[src/rtl/mem_block_arbiter.sv]
// Arbiter between the I-cache refill port and the D-cache refill/writeback port
// for the single-port block data memory. Memory latency is modelled by a programmable count.
module mem_block_arbiter #(
  parameter int unsigned ADDRESS_WIDTH = 32,
  parameter int unsigned BLOCK_WIDTH   = 128,
  parameter int unsigned LATENCY       = 4
) (
  input  logic                     clk,
  input  logic                     rst,
  input  logic                     icache_req,
  input  logic [ADDRESS_WIDTH-1:0] icache_addr,
  output logic                     icache_ready,
  output logic [BLOCK_WIDTH-1:0]   icache_rdata,
  input  logic                     dcache_req,
  input  logic                     dcache_we,
  input  logic [ADDRESS_WIDTH-1:0] dcache_addr,
  input  logic [BLOCK_WIDTH-1:0]   dcache_wdata,
  output logic                     dcache_ready,
  output logic [BLOCK_WIDTH-1:0]   dcache_rdata,
  output logic                     mem_wr_en,
  output logic [ADDRESS_WIDTH-1:0] mem_addr,
  output logic [BLOCK_WIDTH-1:0]   mem_wdata,
  input  logic [BLOCK_WIDTH-1:0]   mem_rdata,
  output logic                     busy
);

  typedef enum logic [1:0] {
    S_IDLE = 2'd0,
    S_BUSY = 2'd1,
    S_RESP = 2'd2
  } state_e;

  localparam logic GRANT_I = 1'b0;
  localparam logic GRANT_D = 1'b1;
  localparam logic [7:0] COUNT_INIT = 8'(LATENCY - 1);
  localparam logic [ADDRESS_WIDTH-1:0] ALIGN_MASK = {{(ADDRESS_WIDTH-4){1'b1}}, 4'b0000};

  state_e                   state_q, state_d;
  logic [7:0]               count_q, count_d;
  logic                     grant_q, grant_d;
  logic                     last_grant_q, last_grant_d;
  logic                     we_q, we_d;
  logic [ADDRESS_WIDTH-1:0] addr_q, addr_d;
  logic [BLOCK_WIDTH-1:0]   wdata_q, wdata_d;
  logic [BLOCK_WIDTH-1:0]   irdata_q, irdata_d;
  logic [BLOCK_WIDTH-1:0]   drdata_q, drdata_d;
  logic                     pick_d;
  logic                     final_cycle;

  assign final_cycle = (state_q == S_BUSY) && (count_q == 8'd0);

  always_comb begin
    state_d      = state_q;
    count_d      = count_q;
    grant_d      = grant_q;
    last_grant_d = last_grant_q;
    we_d         = we_q;
    addr_d       = addr_q;
    wdata_d      = wdata_q;
    irdata_d     = irdata_q;
    drdata_d     = drdata_q;
    pick_d       = 1'b0;

    case (state_q)
      S_IDLE: begin
        if (icache_req || dcache_req) begin
          // D wins when alone, or when both request and I was served last
          pick_d  = dcache_req && (!icache_req || (last_grant_q == GRANT_I));
          grant_d = pick_d ? GRANT_D : GRANT_I;
          we_d    = pick_d && dcache_we;
          addr_d  = (pick_d ? dcache_addr : icache_addr) & ALIGN_MASK;
          if (pick_d) begin
            wdata_d = dcache_wdata;
          end
          count_d = COUNT_INIT;
          state_d = S_BUSY;
        end
      end
      S_BUSY: begin
        if (count_q != 8'd0) begin
          count_d = count_q - 8'd1;
        end else begin
          state_d = S_RESP;
          if (!we_q) begin
            if (grant_q == GRANT_D) begin
              drdata_d = mem_rdata;
            end else begin
              irdata_d = mem_rdata;
            end
          end
        end
      end
      S_RESP: begin
        last_grant_d = grant_q;
        state_d      = S_IDLE;
      end
      default: begin
        state_d = S_IDLE;
      end
    endcase
  end

  always_ff @(posedge clk or posedge rst) begin
    if (rst) begin
      state_q      <= S_IDLE;
      count_q      <= '0;
      grant_q      <= GRANT_I;
      last_grant_q <= GRANT_D;
      we_q         <= 1'b0;
      addr_q       <= '0;
      wdata_q      <= '0;
      irdata_q     <= '0;
      drdata_q     <= '0;
    end else begin
      state_q      <= state_d;
      count_q      <= count_d;
      grant_q      <= grant_d;
      last_grant_q <= last_grant_d;
      we_q         <= we_d;
      addr_q       <= addr_d;
      wdata_q      <= wdata_d;
      irdata_q     <= irdata_d;
      drdata_q     <= drdata_d;
    end
  end

  assign busy         = (state_q != S_IDLE);
  assign mem_wr_en    = final_cycle && we_q;
  assign mem_addr     = addr_q;
  assign mem_wdata    = wdata_q;
  assign icache_ready = (state_q == S_RESP) && (grant_q == GRANT_I);
  assign dcache_ready = (state_q == S_RESP) && (grant_q == GRANT_D);
  assign icache_rdata = irdata_q;
  assign dcache_rdata = drdata_q;

endmodule

[config.mk]
export PLATFORM = sky130hd
export DESIGN_NAME = mem_block_arbiter
export DESIGN_NICKNAME = d
export VERILOG_FILES = /design/src/rtl/mem_block_arbiter.sv
export SDC_FILE = /design/constraint.sdc
export NUM_CORES = 1
export LEC_CHECK = 0
export BUFFER_PORTS_ARGS = -buffer_cell sky130_fd_sc_hd__buf_2
export CAP_MARGIN = 20
export CORE_AREA = 5 5 289 291
export CTS_BUF_LIST = sky130_fd_sc_hd__clkbuf_8
export DETAILED_ROUTE_END_ITERATION = 10
export DIE_AREA = 0 0 294 296
export PLACE_DENSITY = 0.48
export SETUP_SLACK_MARGIN = 0.1
export SKIP_CTS_REPAIR_TIMING = 1
export SLEW_MARGIN = 30
export SYNTH_ARGS = -nofsm -noshare
export SYNTH_HDL_FRONTEND = slang
export SYNTH_SLANG_ARGS = --single-unit
[constraint.sdc]
create_clock -name clk -period 18.8 [get_ports clk]
set_clock_uncertainty 0.05 [all_clocks]
set_input_delay 2.82 -clock clk [delete_from_list [all_inputs] [get_ports clk]]
set_output_delay 2.82 -clock clk [all_outputs]
set_load 0.005 [all_outputs]
==> results.ini <==
[clock_network]
insertion_delay_ns=0.62
clk_pin_slew_ns=0.06
clock_sinks=425
cts_root_buf=clkbuf_8
cts_made_buffers=79
cts_buffer_depth=3
htree_levels=3
cts_tree=done

[job]
drv_cap=0

[logic_synthesis]
ys_warn_count=0
ys_types=38
syn_inst=988
synth-edff-count=0
synth_top_area_cell=dfrtp_1
ys_seq_area_share_pct=63.5
synth_ff_type=dfrtp_1
syn_area_per_cell_um2=16.9
syn-cell-area_um2=16700
synthTopCellsByArea=dfrtp_1 (63%), mux2_2 (19%), mux2_4 (9.0%)
yosysTopAreaCellShare_pct=63.4
synthArstFlopShare_pct=100
synth_seq_cells=425

[sta]
fin_crit_sh_pct=27.7
max_freq_mhz=192
rsz0062_at_grt=false
tightest_slew_ns=0.994
tns_ns=0
hold_viol_final=0
period_minus_slack_ns=5.21
setup_viol=0
relSlewSlack_pct=33.7
drv_slew=0

[status]
status=finished clean

[floorplan]
fp.dieArea_um2=87000
pin_count=745
die_x_um=294
core_area_um2=80300
die_y_um=296
initial_core_util_pct=20.8
num_rows=104

[final_layout]
fill_cells=8278
final_nets=2087
drive_gt1_share_pct=69.1
areaGrowthSynthToFinish_pct=38.3
fin_util_pct=28.8

[detailed_routing]
drt_iter0_markers=236
ant_nets=0
wire_per_inst_um=18.2
num_vias=11341
wirelength_um=52400
drtPass1Iterations=4
viasPerCell=3.94
route.detailed.drc=0

[pwr]
power_density_nw_per_um2=165
peakVddDrop_mv=0.0806
power.leakage_nw=11.7

[worst_setup_path]
cp_max_fo=5
cp.arrival_ns=2.34
crit_type=register to output pin
critical_path_required_ns=15.93
end_kind=output pin
start_kind=register

[place]
port_buffers=732
gp_congestion=0.831
dp_hpwl_um=39200

[global_route]
grt_pass1_vias=12724
top_usage_layer=met2
grt_overflow_total=0
grt_antenna_before_repair=14
grt_max_degree=99
globalRouteMet3Util_pct=4.78
global_route.usage.met2_pct=20.1
grt_pass1_wl_um=77500
gr-usage-met1_pct=12.0
grt_use_total_pct=11.3

[worst_hold_path]
hold_class=register to register

## cell usage after synthesis, types with 2 or more instances
| cell type | number |
|---|---|
| a2111o_1 | 2 |
| a21boi_0 | 2 |
| a21o_1 | 3 |
| a21oi_1 | 4 |
| and2_1 | 2 |
| buf_1 | 3 |
| buf_2 | 16 |
| buf_4 | 4 |
| buf_6 | 14 |
| clkbuf_1 | 19 |
| dfrtp_1 | 424 |
| inv_1 | 6 |
| mux2_1 | 53 |
| mux2_2 | 287 |
| mux2_4 | 100 |
| nand2b_1 | 2 |
| nand3b_1 | 2 |
| nand4_1 | 2 |
| nor2_1 | 8 |
| nor3_1 | 4 |
| nor4_1 | 3 |
| o21ai_0 | 8 |
| or2_2 | 2 |
| or3b_1 | 2 |
| or4_1 | 3 |
## metrics by stage
stage                     cell area (um^2)  total power (W)  std cells  hold WS (ns)  setup WS [ns]
final                                23200          0.00382       2882         0.427          13.59
after CTS                            23100          0.00391       2876         0.432          13.39
after detailed placement             21500          0.00296       2740         0.420          12.65
after global placement               21500          0.00293       2740         0.413          12.73
after global routing                 23100          0.00409       2878         0.451          13.27
after floorplan                      16800          0.00226        991         0.433           4.10
## final timing paths
path	startpoint	to	slack (ns)	depth (start not counted)
min in group asynchronous	rst	mem_addr[20]	2.23	2
worst min-delay path	icache_rdata[108]	icache_rdata[108]	0.43	1
worst max-delay path	count_q[0]	mem_wr_en	13.59	6
worst min register to register	icache_rdata[108]	icache_rdata[108]	0.43	1
worst max register to register	count_q[0]	icache_rdata[74]	14.82	7
max in group asynchronous	rst	icache_rdata[105]	13.76	5
## report_power, final
group | switching, W | internal, W | total, W
sequential | 0.000239 | 0.00136 | 0.00160
clock | 0.000405 | 0.000500 | 0.000905
combinational | 0.000542 | 0.000771 | 0.00131
## per-layer routing
| layer | vias to the layer above | wire, um |
|---|---|---|
| li1 | 5083 | - |
| met1 | 5608 | 18800 |
| met2 | 519 | 26600 |
| met3 | 119 | 5220 |
| met4 | 12 | 1730 |
| met5 | - | 93 |
## logic make-up after synthesis
group / Yosys count / synth area share, %
muxes: 441 / 31.9
DFF: 425 / 63.5
buffers and inverters: 62 / 2.23
and+or+nand+nor: 35 / 1.29
AOI/OAI and AO/OA: 23 / 0.942
adders and majority gates: 1 / 0.0747
other: 1 / 0.0224
## sequential cells by signal, summed over array words and instances (netlist names)
register	cells
count_q	8
dcache_rdata	128
grant_q	1
icache_rdata	128
last_grant_q	1
mem_addr	28
mem_wdata	128
state_q	2
we_q	1
## area by class of cell
cell class	count	area [um^2]	share of cell area, %
well taps	1060	1330	5.73
multi-input cells	504	5760	24.9
repair buffers	745	3780	16.3
clock inverters	38	259	1.12
clock buffers	98	1350	5.83
diodes	6	15.0	0.0649
flip-flops and latches	425	10600	45.9
inverters	6	30.0	0.130
## critical path, cell delays in order (launching register included)
cell     delay [ns]
dfrtp_1        0.42
inv_1          0.09
ha_1           0.22
or3b_1         0.47
nor3_1         0.25
and2_1         0.15
buf_2          0.13
## placed cells by master, fill, tap and decap left out, types with 2 or more instances in the layout
cell,synthesis,routed
a2111o_1,2,2
a21o_1,3,3
a21oi_1,4,4
buf_2,16,732
buf_4,4,8
buf_6,14,5
bufinv_16,0,2
clkbuf_8,0,98
clkinv_2,0,5
clkinv_8,0,2
clkinvlp_4,0,2
conb_1,1,4
dfrtp_1,424,424
diode_2,0,6
inv_1,6,29
inv_8,0,2
mux2_1,53,53
mux2_2,287,287
mux2_4,100,100
nand2b_1,2,2
nand3b_1,2,2
nand4_1,2,2
nor2_1,8,7
nor3_1,4,4
nor4_1,3,2
o21ai_0,8,8
or2_2,2,2
or3b_1,2,2
or4_1,3,3
(Power assumes the default switching activity.)
